File: config.mk
export PLATFORM = sky130hd
export DESIGN_NAME = pass_entry_flat
export DESIGN_NICKNAME = d
export VERILOG_FILES = /design/src/rtl/pass_entry_if.sv /design/src/rtl/pass_entry.sv /design/src/flat_wrapper.sv
export SDC_FILE = /design/constraint.sdc
export NUM_CORES = 1
export LEC_CHECK = 0
export CORE_MARGIN = 1
export CORE_UTILIZATION = 58
export DETAILED_ROUTE_END_ITERATION = 16
export GPL_ROUTABILITY_DRIVEN = 0
export PLACE_DENSITY = 0.79
export SYNTH_ARGS = -nofsm -noshare
export SYNTH_HDL_FRONTEND = slang
export SYNTH_SLANG_ARGS = --single-unit
File: constraint.sdc
create_clock -name clk -period 2.35 [get_ports clk]
set_input_delay 0.47 -clock clk [delete_from_list [all_inputs] [get_ports clk]]
set_output_delay 0.47 -clock clk [all_outputs]
set_load 0.02 [all_outputs]
File: src/rtl/pass_entry_if.sv
// Keypad-side strobes and checker-side results of the password entry block.
interface pass_entry_if;
    logic       mode;
    logic       mode_def;
    logic       digit_valid;
    logic [3:0] digit;
    logic       enter;
    logic       clear;
    logic [1:0] mod3_btn;
    logic       enter_out;
    logic       pass_fail;
    logic       locked;
    logic [1:0] try_cnt;
    logic [2:0] dig_cnt;

    modport master (
        output mode, mode_def, digit_valid, digit, enter, clear,
        input  mod3_btn, enter_out, pass_fail, locked, try_cnt, dig_cnt
    );
    modport slave (
        input  mode, mode_def, digit_valid, digit, enter, clear,
        output mod3_btn, enter_out, pass_fail, locked, try_cnt, dig_cnt
    );
endinterface

File: src/rtl/pass_entry.sv
// Password entry FSM: collects BCD digits, compares against DEF_PASS on enter,
// counts consecutive failures and locks out for LOCK_CYC cycles after MAX_TRY.
module pass_entry #(
    parameter int                    DIGITS   = 4,
    parameter logic [DIGITS*4-1:0]   DEF_PASS = 16'h1234,
    parameter int                    MAX_TRY  = 3,
    parameter int                    LOCK_CYC = 50_000_000
) (
    input  logic         clk,
    input  logic         rst_all_n,
    pass_entry_if.slave  io
);
    localparam int          BW    = DIGITS * 4;
    localparam int          TW    = (LOCK_CYC > 1) ? $clog2(LOCK_CYC) : 1;
    localparam logic [2:0]  DIG_N = 3'(DIGITS);
    localparam logic [1:0]  MAX_T = 2'(MAX_TRY);

    typedef enum logic [1:0] {IDLE, ENTRY, CHECK, LOCKOUT} state_t;

    // Assert asynchronously, release two clk edges after rst_all_n rises.
    logic [1:0] rst_sync_q;
    logic       rst_n;
    always_ff @(posedge clk or negedge rst_all_n) begin
        if (!rst_all_n) rst_sync_q <= '0;
        else            rst_sync_q <= {rst_sync_q[0], 1'b1};
    end
    assign rst_n = rst_sync_q[1];

    state_t          state_q, state_d;
    logic [BW-1:0]   buf_q, buf_d;
    logic [2:0]      dig_cnt_q, dig_cnt_d;
    logic [1:0]      try_q, try_d;
    logic [TW-1:0]   timer_q, timer_d;
    logic [1:0]      mod3_q, mod3_d;
    logic            enter_out_q, enter_out_d;
    logic            pass_fail_q, pass_fail_d;
    logic            locked_q, locked_d;
    logic            active, dig_ok, match;

    always_comb begin
        state_d     = state_q;
        buf_d       = buf_q;
        dig_cnt_d   = dig_cnt_q;
        try_d       = try_q;
        timer_d     = timer_q;
        mod3_d      = mod3_q;
        enter_out_d = 1'b0;
        pass_fail_d = 1'b0;
        active      = !io.mode && io.mode_def;
        dig_ok      = io.digit_valid && (io.digit <= 4'd9);
        match       = (dig_cnt_q == DIG_N) && (buf_q == DEF_PASS);
        unique case (state_q)
            IDLE: if (active) begin
                if (io.clear) begin
                    mod3_d = 2'b00;
                end else if (dig_ok) begin
                    buf_d     = BW'(io.digit);
                    dig_cnt_d = 3'd1;
                    mod3_d    = 2'b00;
                    state_d   = ENTRY;
                end
            end
            ENTRY: begin
                if (!active || io.clear) begin
                    buf_d     = '0;
                    dig_cnt_d = '0;
                    state_d   = IDLE;
                end else if (io.enter) begin
                    // Verdict is registered here so the pulses line up with CHECK.
                    state_d = CHECK;
                    if (match) begin
                        enter_out_d = 1'b1;
                        mod3_d      = 2'b01;
                        try_d       = '0;
                    end else begin
                        pass_fail_d = 1'b1;
                        mod3_d      = 2'b00;
                        if (try_q < MAX_T) try_d = try_q + 2'd1;
                    end
                end else if (dig_ok && dig_cnt_q < DIG_N) begin
                    buf_d     = (buf_q << 4) | BW'(io.digit);
                    dig_cnt_d = dig_cnt_q + 3'd1;
                end
            end
            CHECK: begin
                buf_d     = '0;
                dig_cnt_d = '0;
                if (try_q == MAX_T) begin
                    timer_d = TW'(LOCK_CYC - 1);
                    state_d = LOCKOUT;
                end else begin
                    state_d = IDLE;
                end
            end
            LOCKOUT: begin
                if (timer_q == '0) begin
                    try_d   = '0;
                    state_d = IDLE;
                end else begin
                    timer_d = timer_q - TW'(1);
                end
            end
            default: state_d = IDLE;
        endcase
        locked_d = (state_d == LOCKOUT);
    end

    always_ff @(posedge clk or negedge rst_n) begin
        if (!rst_n) begin
            state_q     <= IDLE;
            buf_q       <= '0;
            dig_cnt_q   <= '0;
            try_q       <= '0;
            timer_q     <= '0;
            mod3_q      <= 2'b00;
            enter_out_q <= 1'b0;
            pass_fail_q <= 1'b0;
            locked_q    <= 1'b0;
        end else begin
            state_q     <= state_d;
            buf_q       <= buf_d;
            dig_cnt_q   <= dig_cnt_d;
            try_q       <= try_d;
            timer_q     <= timer_d;
            mod3_q      <= mod3_d;
            enter_out_q <= enter_out_d;
            pass_fail_q <= pass_fail_d;
            locked_q    <= locked_d;
        end
    end

    assign io.mod3_btn  = mod3_q;
    assign io.enter_out = enter_out_q;
    assign io.pass_fail = pass_fail_q;
    assign io.locked    = locked_q;
    assign io.try_cnt   = try_q;
    assign io.dig_cnt   = dig_cnt_q;
endmodule
File: src/flat_wrapper.sv
// flat-port wrapper written by rule: the top's interface ports become plain ports
module pass_entry_flat 
#(
    parameter int                    DIGITS   = 4,
    parameter logic [DIGITS*4-1:0]   DEF_PASS = 16'h1234,
    parameter int                    MAX_TRY  = 3,
    parameter int                    LOCK_CYC = 50_000_000
)
  (clk, rst_all_n, io_mode, io_mode_def, io_digit_valid, io_digit, io_enter, io_clear, io_mod3_btn, io_enter_out, io_pass_fail, io_locked, io_try_cnt, io_dig_cnt);
  pass_entry_if io_i ();
  input  logic clk;
  input  logic rst_all_n;
  input wire logic [$bits(io_i.mode)-1:0] io_mode;
  input wire logic [$bits(io_i.mode_def)-1:0] io_mode_def;
  input wire logic [$bits(io_i.digit_valid)-1:0] io_digit_valid;
  input wire logic [$bits(io_i.digit)-1:0] io_digit;
  input wire logic [$bits(io_i.enter)-1:0] io_enter;
  input wire logic [$bits(io_i.clear)-1:0] io_clear;
  output wire logic [$bits(io_i.mod3_btn)-1:0] io_mod3_btn;
  output wire logic [$bits(io_i.enter_out)-1:0] io_enter_out;
  output wire logic [$bits(io_i.pass_fail)-1:0] io_pass_fail;
  output wire logic [$bits(io_i.locked)-1:0] io_locked;
  output wire logic [$bits(io_i.try_cnt)-1:0] io_try_cnt;
  output wire logic [$bits(io_i.dig_cnt)-1:0] io_dig_cnt;
  assign io_i.mode = io_mode;
  assign io_i.mode_def = io_mode_def;
  assign io_i.digit_valid = io_digit_valid;
  assign io_i.digit = io_digit;
  assign io_i.enter = io_enter;
  assign io_i.clear = io_clear;
  assign io_mod3_btn = io_i.mod3_btn;
  assign io_enter_out = io_i.enter_out;
  assign io_pass_fail = io_i.pass_fail;
  assign io_locked = io_i.locked;
  assign io_try_cnt = io_i.try_cnt;
  assign io_dig_cnt = io_i.dig_cnt;
  pass_entry #(.DIGITS(DIGITS), .DEF_PASS(DEF_PASS), .MAX_TRY(MAX_TRY), .LOCK_CYC(LOCK_CYC)) u_core (.clk(clk), .rst_all_n(rst_all_n), .io(io_i));
endmodule
==> results of run 1 <==
-- layout by cell type, fill, tap and decap left out, types with 2 or more instances in the layout --
cell / n
dfrtp_1: 54
nand2_1: 47
o21ai_0: 28
buf_4: 21
nor2_1: 20
clkdlybuf4s50_1: 19
nand3_1: 18
inv_1: 11
a21oi_1: 11
ha_1: 10
o31ai_1: 9
or4_1: 8
and3_1: 8
nand2b_1: 6
or3_1: 6
a31oi_1: 6
nor4_1: 6
clkbuf_8: 6
mux2i_1: 5
or2_2: 4
nand4_1: 4
nor3_1: 4
a311oi_1: 3
nor4bb_1: 3
or4_2: 3
or3_2: 3
nor3_2: 2
or4_4: 2
nor4_4: 2
a31o_4: 2
mux2_2: 2
and2_1: 2
o2111ai_1: 2
o21ai_1: 2
o41ai_1: 2
nand4b_1: 2
conb_1: 2
-- through the flow --
| step | hold slack (ps) | area [um^2] |
|---|---|---|
| 6_report | 89.3 | 3550 |
| 5_1_grt | 112 | 3550 |
| 4_1_cts | 96.5 | 3520 |
| 3_5_place_dp | 85.9 | 3420 |
| 3_3_place_gp | 84.3 | 3420 |
| 2_1_floorplan | 174 | 3070 |
-- logic make-up (layout without fill, tap and decap cells) --
| group | Yosys count | in the layout | synth area share |
|---|---|---|---|
| and+or+nand+nor | 154 | 154 | 0.276 |
| AOI/OAI and AO/OA | 77 | 77 | 0.163 |
| DFF | 55 | 55 | 0.448 |
| buffers and inverters | 28 | 59 | 0.0435 |
| adders and majority gates | 10 | 10 | 0.0407 |
| muxes | 7 | 7 | 0.0236 |
| other | 2 | 2 | 0.00244 |
| xor gates and xnor gates | 1 | 1 | 0.00285 |
-- final cells by class --
| class | instances | area (um^2) |
|---|---|---|
| Clock inverter | 2 | 16.3 |
| Multi-Input combinational cell | 251 | 1600 |
| Inverter | 11 | 41.3 |
| Fill cell | 408 | 1560 |
| Tap cell | 70 | 87.6 |
| Timing Repair Buffer | 40 | 348 |
| Sequential cell | 55 | 1380 |
| Clock buffer | 6 | 82.6 |
-- power by group through the flow --
stage               registers (mW)  logic (mW)  clock network (mW)
finish                        1.21        1.06               0.564
detailed placement            1.22        1.03                   0
floorplan                     1.23       0.742                   0
global route                  1.23        1.20               0.609
global placement              1.22        1.00                   0
CTS                           1.20        1.03               0.575
-- flip-flops by register name, indices dropped and copies added, names as in the netlist --
| signal | flops |
|---|---|
| u_core.timer_q | 26 |
| u_core.io.try_cnt | 2 |
| u_core.io.pass_fail | 1 |
| u_core.io.enter_out | 1 |
| u_core.buf_q | 16 |
| u_core.io.dig_cnt | 3 |
| u_core.io.locked | 1 |
| u_core.state_q | 2 |
| u_core.io.mod3_btn | 1 |
| u_core.rst_sync_q | 2 |
-- repair_timing --
| item | CTS | global route |
|---|---|---|
| hold endpoints to repair | 0 | 0 |
| endpoints found under the setup margin | 0 | 9 |
| gates resized for setup | 0 | 6 |
-- routing by layer --
layer / GRT usage / vias up / routed length [um]
met1: 0.338 / 1233 / 2940
met5: 0 / - / 0
met2: 0.426 / 67 / 3150
li1: - / 1293 / -
met3: 0.0295 / 13 / 252
met4: 0.126 / 0 / 148
-- path summary, 6_finish.rpt --
kind	to	slack, ps	cells past startpoint	start
min in group clk	u_core.rst_sync_q[1]	360	0	u_core.rst_sync_q[0]
worst min-delay path	u_core.timer_q[21]	90	0	u_core.rst_sync_q[1]
worst max register to register	u_core.timer_q[3]	140	5	u_core.timer_q[21]
max in group asynchronous	u_core.timer_q[2]	1690	1	u_core.rst_sync_q[1]
worst max-delay path	u_core.timer_q[3]	140	5	u_core.timer_q[21]
worst min register to register	u_core.timer_q[21]	90	0	u_core.rst_sync_q[1]
-- critical path, cell delays in order, from the launching register on --
cell and delay [ps]:
dfrtp_1 430, or4_4 580, nor4_4 310, nand4_1 290, a311oi_2 360, a41oi_1 90
==> qor.csv, run 1 <==
stage,metric,value,unit
synthesis,syn_inst,334,
synthesis,yosys_warnings,0,
synthesis,synth-edff-count,0,
detailed_routing,first_pass_iters,5,
worst_setup_path,cp_max_fo,5,
place,dp_cells,427,
place,place_worst_setup_slack,72.4,ps
clock_network,cts.htree.levels,2,
power_and_ir_drop,switching_share,0.376,
detailed_routing,wl_per_cell,14.9,um
detailed_routing,route.detailed.drc,0,
cells_and_area,finalNonFillerCells,435,
synthesis,ys_top_cells_by_count,"55 x dfrtp_1, 47 x nand2_1, 28 x o21ai_0",
power_and_ir_drop,p_leak,1.58,nW
power_and_ir_drop,total_power,2.84,mW
cells_and_area,num-nets-final,385,
synthesis,ys_seq_elements,55,
clock_network,clockBufferDepth,2,
cells_and_area,post-route-util,0.695,
synthesis,synth.avg_cell_area,9.20,um^2
power_and_ir_drop,vdd_drop_max,0.491,mV
synthesis,synth_top_area_cell,dfrtp_1,
worst_setup_path,startpoint_type,flip-flop,
sta,period_minus_slack,2210,ps
sta,fin_crit_sh,0.942,
die,start_util,0.602,
grt,antenna_found_initial,0,
die,die_h,74.8,um
die,io_pins,21,
power_and_ir_drop,p_switching,1.07,mW
worst_setup_path,worst_ep_arrival_time,2390,ps
sta,fin_worst_skew,9.82,ps
detailed_routing,wirelength,6500,um
synthesis,synth_flop_cell,dfrtp_1,
synthesis,yosysSeqAreaShare,0.448,
grt,grt_use_total,0.258,
synthesis,yosysMostFrequentCell,dfrtp_1,
detailed_routing,vias,2606,
power_and_ir_drop,p_comb_frac,0.375,
sta,finalSetupTns,0,ps
grt,grt_overflow,0,
place,dp_hpwl,4700,um
die,dieArea,0.00560,mm^2
detailed_routing,vias_per_cell,5.99,
synthesis,synth_cell_types,53,
synthesis,syn-num-nets,355,
cells_and_area,antenna_cells,0,
clock_network,cts_hold_buffers,0,
sta,fin_ws,136,ps
worst_setup_path,cp-end-kind,flip-flop,
die,die_x,74.8,um
flow_run,drv_cap,0,
sta,max_freq,452,MHz
clock_network,clock-sinks,55,
detailed_routing,drt_first_iter_violations,203,
detailed_routing,ant_nets,0,
synthesis,yosysTopAreaCellShare,0.448,
synthesis,synth_area_leaders,"dfrtp_1 45%, nand2_1 5.7%, o21ai_0 4.6%, ha_1 4.1%, nand3_1 2.9%",
clock_network,cts_root_buf,clkbuf_8,
clock_network,cts_made_buffers,5,
synthesis,syn_area,0.00307,mm^2
cells_and_area,syn2layout_area_growth,15.5,%
sta,maxSlewViolCount,0,
clock_network,clkSlewWorstSetupHoldPaths,100,ps
grt,grt_max_degree,28,
sta,tightest_slew,508,ps
worst_hold_path,hold_class,flip-flop to asynchronous set/reset pin,
sta,relSlewSlack,0.661,
worst_setup_path,crit_type,flip-flop to flip-flop,
worst_setup_path,cp.required,2520,ps
sta,hold_viol,0,
clock_network,cts_tree,yes,
clock_network,clock_latency,320,ps
grt,grt_pass1_vias,2374,
outcome,status,"finished, final reports clean",
grt,grt_pass1_wl,10800,um
clock_network,postCtsSetupBuffers,0,
die,core_area,0.00511,mm^2
die,placementRows,26,
place,port-buffer-count,19,
power_and_ir_drop,p_clk_frac,0.199,
synthesis,ys_async_sr_fraction,1.00,
power_and_ir_drop,power_frac_seq,0.426,
sta,setup_viol,0,
power_and_ir_drop,powerDensity,799,mW/mm^2
cells_and_area,final_layout_size_suffix_gt1_frac,0.148,
power_and_ir_drop,p_int,1.77,mW
Note: power is estimated with default switching activity, not from simulation.
==> run 2, diff against run 1 <==
- CAP_MARGIN: default -> 25
==> results of run 2 <==
No change in the layout: final DEF, timing and power equal those of run 1.
==> run 3, diff against run 2 <==
- CORE_ASPECT_RATIO: default -> 1.25
==> run 3 against run 2 <==
Against the previous run:
- total power grew 4.6%
- wire length grew 7.2%
- sequential power is essentially flat
- critical endpoint is now u_core.io.try_cnt[0]
- non-clock buffer count grew 1
- final cell count shrank 1.6%
- die area is essentially flat
- global-route usage grew 1.8 points
- via count grew 3.7%
- worst setup slack lost 25 ps
- core utilization grew 0.92 points
==> qor.csv, run 3 (synthesized netlist as in run 1, its figures left out) <==
stage,metric,value,unit,change
worst_setup_path,slowest_stage,or4_1,,
sta,fin_worst_skew,17.0,ps,+7.16 ps
detailed_routing,wl_met3,274,um,+8.7%
sta,period_minus_slack,2240,ps,+24.5 ps
worst_setup_path,path_delay_family,simple AND/OR/NAND/NOR gates,,
die,core_area,0.00508,mm^2,-0.54%
worst_setup_path,reg2reg_depth,5,,unchanged
sta,relSlewSlack,0.619,,-0.0424
worst_setup_path,worst_r2r_endpoint,u_core.io.try_cnt[0],,
worst_setup_path,worst_ep_arrival_time,2440,ps,+50 ps
clock_network,clockBufferDepth,2,,unchanged
detailed_routing,wl_per_cell,16.3,um,+8.9%
worst_setup_path,critPathBufInv,0,,unchanged
cells_and_area,antenna_cells,0,,unchanged
cells_and_area,num-nets-final,386,,+0.26%
sta,tightest_slew,572,ps,+63.5 ps
cells_and_area,largest_reg_flops,26,,unchanged
power_and_ir_drop,total_power,2.97,mW,+4.6%
die,io_pins,21,,unchanged
place,dp_cells,418,,-2.1%
power_and_ir_drop,p_leak,1.59,nW,+0.81%
detailed_routing,vias,2703,,+3.7%
outcome,status,"finished, final reports clean",,
detailed_routing,wl_met2,3610,um,+14%
worst_setup_path,r2r-start,u_core.timer_q[15],,
worst_hold_path,hold_class,flip-flop to asynchronous set/reset pin,,
worst_setup_path,cp.required,2550,ps,+30 ps
worst_setup_path,crit_type,flip-flop to flip-flop,,
die,placementRows,29,,+12%
sta,hold_viol,0,,unchanged
cells_and_area,largest-register,u_core.timer_q,,
die,die_x,67.1,um,-10%
grt,grt_use_total,0.276,,+0.0178
detailed_routing,wl_met1,2900,um,-1.4%
detailed_routing,wirelength,6960,um,+7.2%
clock_network,clkSlewWorstSetupHoldPaths,110,ps,about the same
place,port-buffer-count,19,,unchanged
grt,grt_max_degree,35,,+25%
grt,grt_pass1_wl,11900,um,+10%
cells_and_area,finalNonFillerCells,428,,-1.6%
clock_network,cts_made_buffers,5,,unchanged
worst_setup_path,cp_max_fo,6,,+1
worst_setup_path,crit_path_cell_trace,or4_1 > nor4_4 > a31o_2 > o21ai_0 > mux2_2,,
clock_network,clock-sinks,55,,unchanged
place,dp_hpwl,5090,um,+8.2%
detailed_routing,route.detailed.drc,0,,unchanged
detailed_routing,topRoutingLayerUsed,met4,,
power_and_ir_drop,powerDensity,829,mW/mm^2,+3.8%
sta,max_freq,447,MHz,-1.1%
power_and_ir_drop,vdd_drop_max,0.535,mV,+9.0%
grt,grt_pass1_vias,2653,,+12%
clock_network,cts_root_buf,clkbuf_8,,
worst_setup_path,startpoint_type,flip-flop,,
die,start_util,0.605,,+0.00326
cells_and_area,final_layout_size_suffix_gt1_frac,0.153,,+0.00506
clock_network,cts_hold_buffers,0,,unchanged
clock_network,cts_tree,yes,,
sta,setup_viol,0,,unchanged
detailed_routing,drt_first_iter_violations,195,,-3.9%
grt,grt_overflow,0,,unchanged
clock_network,cts.htree.levels,2,,unchanged
worst_setup_path,critical_path.max_stage_delay,690,ps,+110 ps
grt,antenna_found_initial,0,,unchanged
worst_setup_path,r2r_slack,110,ps,-20 ps
worst_setup_path,cp-end-kind,flip-flop,,
cells_and_area,final_cell_mix,"54 x dfrtp_1, 47 x nand2_1, 28 x o21ai_0, 21 x buf_4, 20 x nor2_1",,
clock_network,clock_latency,320,ps,about the same
detailed_routing,ant_nets,0,,unchanged
sta,maxSlewViolCount,0,,unchanged
flow_run,drv_cap,0,,unchanged
sta,fin_crit_sh,0.953,,+0.0104
detailed_routing,vias_per_cell,6.32,,+5.4%
cells_and_area,syn2layout_area_growth,16.4,%,
sta,finalSetupTns,0,ps,unchanged
cells_and_area,layout_commonest_cell,dfrtp_1,,
detailed_routing,first_pass_iters,4,,-1
die,die_h,83.4,um,+11%
die,dieArea,0.00560,mm^2,about the same
## run 3: area by class of cell
class / instances / area, um^2
clock buffers: 5 / 68.8
clock inverters: 3 / 46.3
fillers: 398 / 1500
inverters: 11 / 41.3
multi-input cells: 251 / 1600
flip-flops and latches: 55 / 1380
well taps: 62 / 77.6
repair buffers: 41 / 368
## run 3: per-stage QoR
| step | setup slack [ps] | util | instance area [um^2] | hold WS, ps |
|---|---|---|---|---|
| 6_report | 111 | 0.704 | 3580 | 274 |
| 2_1_floorplan | 237 | - | 3070 | 174 |
| 3_5_place_dp | -79.7 | 0.672 | 3410 | 289 |
| 3_3_place_gp | 55.7 | 0.672 | 3410 | 280 |
| 5_1_grt | -13.9 | 0.704 | 3580 | 296 |
| 4_1_cts | 28.9 | 0.698 | 3540 | 297 |
## run 3: per-layer routing
metal  GRT usage  up-vias
met5           0        -
met1       0.341     1328
met3      0.0426       14
met4       0.120        0
li1            -     1290
met2       0.461       71
## run 3: report_power, final
part | switching [mW] | leakage, nW | total [mW] | internal [mW]
clock network | 0.333 | 0.0548 | 0.655 | 0.321
registers | 0.138 | 0.746 | 1.22 | 1.08
logic | 0.633 | 0.793 | 1.09 | 0.460
total | 1.10 | 1.59 | 2.97 | 1.86
## run 3: worst max-delay path by stage
stage	from	endpoint	slack, ps	cells past startpoint
2_1_floorplan	u_core.io.try_cnt[0]	u_core.timer_q[17]	240	7
3_3_place_gp	io_mode_def	u_core.buf_q[7]	60	8
6_report	u_core.timer_q[15]	u_core.io.try_cnt[0]	110	5
3_5_place_dp	io_mode_def	u_core.buf_q[9]	-80	7
5_1_grt	u_core.timer_q[15]	u_core.timer_q[4]	-10	5
4_1_cts	u_core.timer_q[9]	u_core.timer_q[10]	30	5
## run 3: repair_timing
item | CTS | global route
gates cloned | 0 | 0
endpoints found under the hold margin | 0 | 0
endpoints found under the setup margin | 1 | 23
resized for setup | 2 | 5
setup buffers | 0 | 2
pin swaps | 0 | 2
